## src/rtl/insn_fetch_unit.sv

```systemverilog
`default_nettype none
// ============================================================================
// Module   : insn_fetch_unit
// Purpose  : PC generator and fetch buffer sitting directly in front of the
//            instruction memory. Issues one word address per cycle while
//            queue credit is available. Captures the word the memory returns
//            one cycle later and queues it with its PC. Hands words to decode
//            through a valid/ready handshake. A redirect flushes everything
//            fetched but not yet delivered and restarts fetch at the target.
// Revision : 1.0 - initial release
// ----------------------------------------------------------------------------
// Ports
//   clk               in   1           clock
//   rst               in   1           synchronous active-high reset
//   imem_addr_o       out  ADDR_WIDTH  byte address to instruction memory
//   imem_insn_i       in   INSN_WIDTH  word for the address latched last edge
//   redirect_valid_i  in   1           redirect fetch this cycle
//   redirect_pc_i     in   ADDR_WIDTH  redirect target (bits [1:0] ignored)
//   out_valid_o       out  1           queue head valid
//   out_insn_o        out  INSN_WIDTH  queue head instruction
//   out_pc_o          out  ADDR_WIDTH  queue head PC
//   out_ready_i       in   1           decode accepts head
// ============================================================================
module insn_fetch_unit #(
    parameter int                    INSN_WIDTH  = 32,
    parameter int                    ADDR_WIDTH  = 32,
    parameter logic [ADDR_WIDTH-1:0] RESET_PC    = '0,
    parameter int                    QUEUE_DEPTH = 4
) (
    input  logic                  clk,
    input  logic                  rst,
    output logic [ADDR_WIDTH-1:0] imem_addr_o,
    input  logic [INSN_WIDTH-1:0] imem_insn_i,
    input  logic                  redirect_valid_i,
    input  logic [ADDR_WIDTH-1:0] redirect_pc_i,
    output logic                  out_valid_o,
    output logic [INSN_WIDTH-1:0] out_insn_o,
    output logic [ADDR_WIDTH-1:0] out_pc_o,
    input  logic                  out_ready_i
);

    localparam int c_PTR_W = $clog2(QUEUE_DEPTH);
    localparam int c_CNT_W = c_PTR_W + 1;

    localparam logic [c_PTR_W-1:0]  c_PTR_ONE    = c_PTR_W'(1);
    localparam logic [c_CNT_W-1:0]  c_CNT_ONE    = c_CNT_W'(1);
    localparam logic [c_CNT_W:0]    c_DEPTH_EXT  = (c_CNT_W + 1)'(QUEUE_DEPTH);
    localparam logic [ADDR_WIDTH-1:0] c_PC_STEP  = ADDR_WIDTH'(4);

    // ------------------------------------------------------------------
    // State
    // ------------------------------------------------------------------
    logic [ADDR_WIDTH-1:0] fetch_pc_q,    fetch_pc_d;
    logic                  inflight_q,    inflight_d;
    logic [ADDR_WIDTH-1:0] inflight_pc_q, inflight_pc_d;
    logic [c_PTR_W-1:0]    head_q,        head_d;
    logic [c_PTR_W-1:0]    tail_q,        tail_d;
    logic [c_CNT_W-1:0]    count_q,       count_d;

    // Queue storage; not reset because out_valid_o gates what is visible.
    logic [INSN_WIDTH-1:0] insn_mem_q [QUEUE_DEPTH];
    logic [ADDR_WIDTH-1:0] pc_mem_q   [QUEUE_DEPTH];

    // ------------------------------------------------------------------
    // Control
    // ------------------------------------------------------------------
    logic                  w_credit_ok;
    logic                  w_issue;
    logic                  w_push;
    logic                  w_pop;
    logic [ADDR_WIDTH-1:0] w_redirect_aligned;
    logic                  w_unused_ok;

    // Credit counts the word already in flight, so a push can never find
    // the queue full: the memory has no back-pressure, and a returned word
    // must always have a slot waiting for it.
    assign w_credit_ok = ({1'b0, count_q} + {{c_CNT_W{1'b0}}, inflight_q})
                         < c_DEPTH_EXT;

    assign w_issue = !rst && !redirect_valid_i && w_credit_ok;

    // A word returning in a redirect cycle belongs to the old path.
    assign w_push  = inflight_q && !redirect_valid_i && !rst;

    assign w_pop   = out_valid_o && out_ready_i;

    assign w_redirect_aligned = {redirect_pc_i[ADDR_WIDTH-1:2], 2'b00};

    // Low address bits of the redirect target are deliberately dropped.
    assign w_unused_ok = &{1'b0, redirect_pc_i[1:0]};

    // ------------------------------------------------------------------
    // Outputs
    // ------------------------------------------------------------------
    assign imem_addr_o = fetch_pc_q;
    assign out_valid_o = (count_q != '0);

    // Head is read straight out of queue registers, never from imem_insn_i,
    // so decode sees no combinational path from the memory.
    assign out_insn_o  = out_valid_o ? insn_mem_q[head_q] : '0;
    assign out_pc_o    = out_valid_o ? pc_mem_q[head_q]   : '0;

    // ------------------------------------------------------------------
    // Next-state logic
    // ------------------------------------------------------------------
    always_comb begin
        fetch_pc_d    = fetch_pc_q;
        inflight_d    = 1'b0;
        inflight_pc_d = inflight_pc_q;
        head_d        = head_q;
        tail_d        = tail_q;
        count_d       = count_q;

        if (redirect_valid_i) begin
            // Flush: anything queued or in flight is on the wrong path. A
            // handshake in this cycle has already delivered its word, so
            // dropping the head here loses nothing.
            fetch_pc_d = w_redirect_aligned;
            head_d     = '0;
            tail_d     = '0;
            count_d    = '0;
        end else begin
            if (w_issue) begin
                // Wraps modulo 2^ADDR_WIDTH with no special case.
                fetch_pc_d    = fetch_pc_q + c_PC_STEP;
                inflight_d    = 1'b1;
                inflight_pc_d = fetch_pc_q;
            end

            if (w_push) begin
                tail_d = tail_q + c_PTR_ONE;
            end

            if (w_pop) begin
                head_d = head_q + c_PTR_ONE;
            end

            unique case ({w_push, w_pop})
                2'b10:   count_d = count_q + c_CNT_ONE;
                2'b01:   count_d = count_q - c_CNT_ONE;
                default: count_d = count_q;
            endcase
        end
    end

    // ------------------------------------------------------------------
    // Control registers
    // ------------------------------------------------------------------
    always_ff @(posedge clk) begin
        if (rst) begin
            fetch_pc_q    <= RESET_PC;
            inflight_q    <= 1'b0;
            inflight_pc_q <= '0;
            head_q        <= '0;
            tail_q        <= '0;
            count_q       <= '0;
        end else begin
            fetch_pc_q    <= fetch_pc_d;
            inflight_q    <= inflight_d;
            inflight_pc_q <= inflight_pc_d;
            head_q        <= head_d;
            tail_q        <= tail_d;
            count_q       <= count_d;
        end
    end

    // ------------------------------------------------------------------
    // Queue storage write
    // ------------------------------------------------------------------
    always_ff @(posedge clk) begin
        if (w_push) begin
            insn_mem_q[tail_q] <= imem_insn_i;
            pc_mem_q[tail_q]   <= inflight_pc_q;
        end
    end

endmodule
`default_nettype wire

```

## config.mk

```make
export PLATFORM = sky130hd
export DESIGN_NAME = insn_fetch_unit
export DESIGN_NICKNAME = d
export VERILOG_FILES = /design/src/rtl/insn_fetch_unit.sv
export SDC_FILE = /design/constraint.sdc
export NUM_CORES = 1
export LEC_CHECK = 0
export CAP_MARGIN = 20
export CORE_ASPECT_RATIO = 0.9
export CORE_UTILIZATION = 55
export DETAILED_ROUTE_END_ITERATION = 8
export PLACE_DENSITY = 0.8
export REMOVE_ABC_BUFFERS = 1
export SLEW_MARGIN = 5
export SYNTH_ARGS = -nofsm -noshare
export SYNTH_HDL_FRONTEND = slang
export SYNTH_SLANG_ARGS = --single-unit
export TNS_END_PERCENT = 1
```

## constraint.sdc

```tcl
create_clock -name clk -period 9.4 [get_ports clk]
set_input_delay 1.88 -clock clk [delete_from_list [all_inputs] [get_ports clk]]
set_output_delay 1.88 -clock clk [all_outputs]
set_load 0.02 [all_outputs]
```

==> out/metrics.csv <==
stage,metric,value,unit
run_status,outcome,finished clean,
die,initial core utilization,0.5606,
sta,Worst Hold Margin,0.4854,ns
cells_and_area,Syn-to-layout area delta,21.74,%
die,Chip Width,161.7,um
cells_and_area,Multi-input gate area,3511,um2
power_and_ir_drop,Tot Pwr,2.862,mW
worst_setup_path,crit path DAT,3.30,ns
grt,global-route wire length before repair,39.40,mm
yosys,most common cell in the netlist,edfxtp_1,
sta,Setup Skew,0.01986,ns
sta,Slew headroom,0.3224,
sta,Setup-failing EPs final,0,
cells_and_area,layout cell share with drive strength beyond 1,0.1343,
routing,drt wl/cell,20.21,um
cts,Post-CTS Setup Inserts,0,
routing,first-iteration detailed-routing DRC count,537,
cts,"Reg clk slew, reported paths",0.06,ns
cts,post-cts sizing count,0,
sta,Fmax,193.0,MHz
yosys,synth top area cells,"edfxtp_1, dfxtp_1, mux4_2, and2_1, nand2_1",
cells_and_area,sequential standard cell area,8856,um2
yosys,Yosys reg bits,318,
yosys,Synth top cells by count,"edfxtp_1, nand2_1, dfxtp_1, and2_1, mux4_2",
routing,Routed WL,25.57,mm
cells_and_area,fillers,1576,
routing,top layer in use,met4,
cts,CTS root buf,clkbuf_16,
cells_and_area,diode count,0,
power_and_ir_drop,Clk pwr share,0.411,
placed_design,gpl congestion,0.8029,
cts,maximum clock path buffer count,3,
power_and_ir_drop,Combinational Power Share,0.046,
grt,GRT overflow,0,
yosys,number of flops mapped to enable cells by yosys,248,
sta,RSZ-0062 raised after global routing,no,
yosys,cell area after synthesis,12620,um2
routing,met1 wire length,11.00,mm
yosys,library cells used by synthesis,44,
die,die area,23560,um2
yosys,sequential share of the synthesized area,0.7012,
job,Max-Cap Viols,0,
yosys,prevailing post-synth register cell,edfxtp_1,
yosys,Synth area leader,edfxtp_1,
routing,vias after detailed routing,7250,
worst_setup_path,CP endpoint kind,output pin,
power_and_ir_drop,Switching Fraction,0.2037,
grt,vias in the first global route,7132,
die,total core area,22510,um2
yosys,yosys warns,0,
die,Die Y,145.7,um
grt,largest net degree at the start of global routing,65,
power_and_ir_drop,pwr dens,186.3,nW/um2
cts,CTS H-tree depth,1,
power_and_ir_drop,Sequential Power Share,0.543,
worst_setup_path,Worst EP required,7.52,ns
placed_design,Final HPWL DP,14.49,mm
yosys,Mapped Cells,797,
power_and_ir_drop,maximum vdd drop,0.1018,mV
die,# IOs,165,
power_and_ir_drop,Lkg Pwr,5.021,nW
cts,TritonCTS clock tree,done,
power_and_ir_drop,P_int,2.279,mW
cts,Post-CTS Hold Fix Bufs,0,
grt,initial antenna violation count,0,
routing,WL met3,1.883,mm
sta,setup TNS,0,ns
yosys,async set-reset flop share out of synthesis,0,
routing,DRC viols,0,
die,Row Count,52,
routing,vias per std cell,5.731,
sta,worst setup margin,4.219,ns
sta,max-slew violations,0,
power_and_ir_drop,Switch Pwr,0.5830,mW
worst_setup_path,crit-path max FO,37,
sta,Hold Fails Final Rpt,0,
cts,clock buffers created by TritonCTS,31,
min_path,Hold Path Class,flop to flop,
routing,drt pass-1 iters,5,
worst_setup_path,CP Class,flop to output pin,
cells_and_area,Final Util,0.6825,
placed_design,pre-CTS WS,4.081,ns
routing,metal2 WL,12.18,mm
yosys,share of the synthesized area in the top cell type,0.5901,
routing,Detail Route Antenna Nets,0,
cts,clk sinks,318,
sta,Final Cycle Share,0.5511,
placed_design,number of port buffers,158,
sta,worst slew pin tran,1.016,ns
cts,worst-skew pair later-pin latency,0.55,ns
worst_setup_path,crit start category,flop,
grt,GR Util All Layers,0.2176,
cells_and_area,fin nets,1021,
sta,crit path time final,5.181,ns
yosys,average size of a mapped cell,15.83,um2
-- cell usage in the layout, fill, tap and decap left out, types with 17 or more instances in the layout --
master           count
nand2_1             82
clkdlybuf4s50_1    157
xnor2_1             17
nor2_1              32
dfxtp_1             68
a21oi_1             41
mux4_2              62
and2_1              68
edfxtp_1           248
clkbuf_16           31
-- final cells by class --
class                      count  share of cell area
multi-input combinational    421              0.2285
inverter                      10            0.002443
tap                          297             0.02419
clock inverter                20             0.01075
sequential                   318              0.5764
timing repair buffer         164              0.1055
clock buffer                  35             0.05212
-- power groups by stage --
stage / logic, mW / clock network, mW / registers (mW)
3_5_place_dp: 0.131 / 0 / 1.58
3_3_place_gp: 0.129 / 0 / 1.58
5_1_grt: 0.141 / 1.24 / 1.55
2_1_floorplan: 0.0455 / 0 / 1.59
6_report: 0.132 / 1.18 / 1.55
4_1_cts: 0.132 / 1.20 / 1.55
-- flip-flops by register name, summed over array words and instances, names as in the netlist, named ones only --
register	count
inflight_q	1
tail_q	2
insn_mem_q	128
head_q	2
inflight_pc_q	30
count_q	3
pc_mem_q	120
imem_addr_o	30
-- critical path, cell delays in order (launching register included) --
cell	delay, ns
dfxtp_4	0.70
buf_4	0.70
mux4_2	0.58
and2_1	0.16
clkdlybuf4s50_1	0.57
-- path summary, 6_finish.rpt --
kind / to / startpoint / cells after the start / slack [ns]
min reg2reg: inflight_pc_q[31]$_SDFFE_PP0P_ / imem_addr_o[31]$_SDFFE_PP0P_ / 2 / 0.49
max reg2reg: imem_addr_o[12]$_SDFFE_PP0P_ / inflight_q$_SDFF_PP0_ / 7 / 6.54
min: inflight_pc_q[31]$_SDFFE_PP0P_ / imem_addr_o[31]$_SDFFE_PP0P_ / 2 / 0.49
max: out_insn_o[5] / flop / 4 / 4.22
-- layer usage --
| metal | vias up | track usage |
|---|---|---|
| li1 | 3314 | - |
| met1 | 3618 | 0.3131 |
| met2 | 280 | 0.3552 |
| met3 | 38 | 0.03420 |
| met4 | 0 | 0.04623 |
| met5 | - | 0 |
-- through the flow --
stage / area, um2 / std cells
after global routing: 15360 / 1265
after global placement: 14400 / 1210
after CTS: 15360 / 1265
final: 15360 / 1265
after detailed placement: 14400 / 1210
after floorplan: 12380 / 749
-- cells by family (layout without fill, tap and decap cells) --
| logic type | after synthesis | count (layout) | synth area share |
|---|---|---|---|
| multiplexers | 63 | 63 | 0.1114 |
| other | 1 | 4 | 0.0002972 |
| buffers and inverters | 61 | 229 | 0.02320 |
| flip-flops | 318 | 318 | 0.7012 |
| adder cells (fa/ha/maj) | 7 | 7 | 0.007535 |
| AND/OR/NAND/NOR | 242 | 242 | 0.1000 |
| AO/OA/AOI/OAI | 79 | 79 | 0.03827 |
| XOR/XNOR | 26 | 26 | 0.01804 |
(Power assumes the default switching activity.)
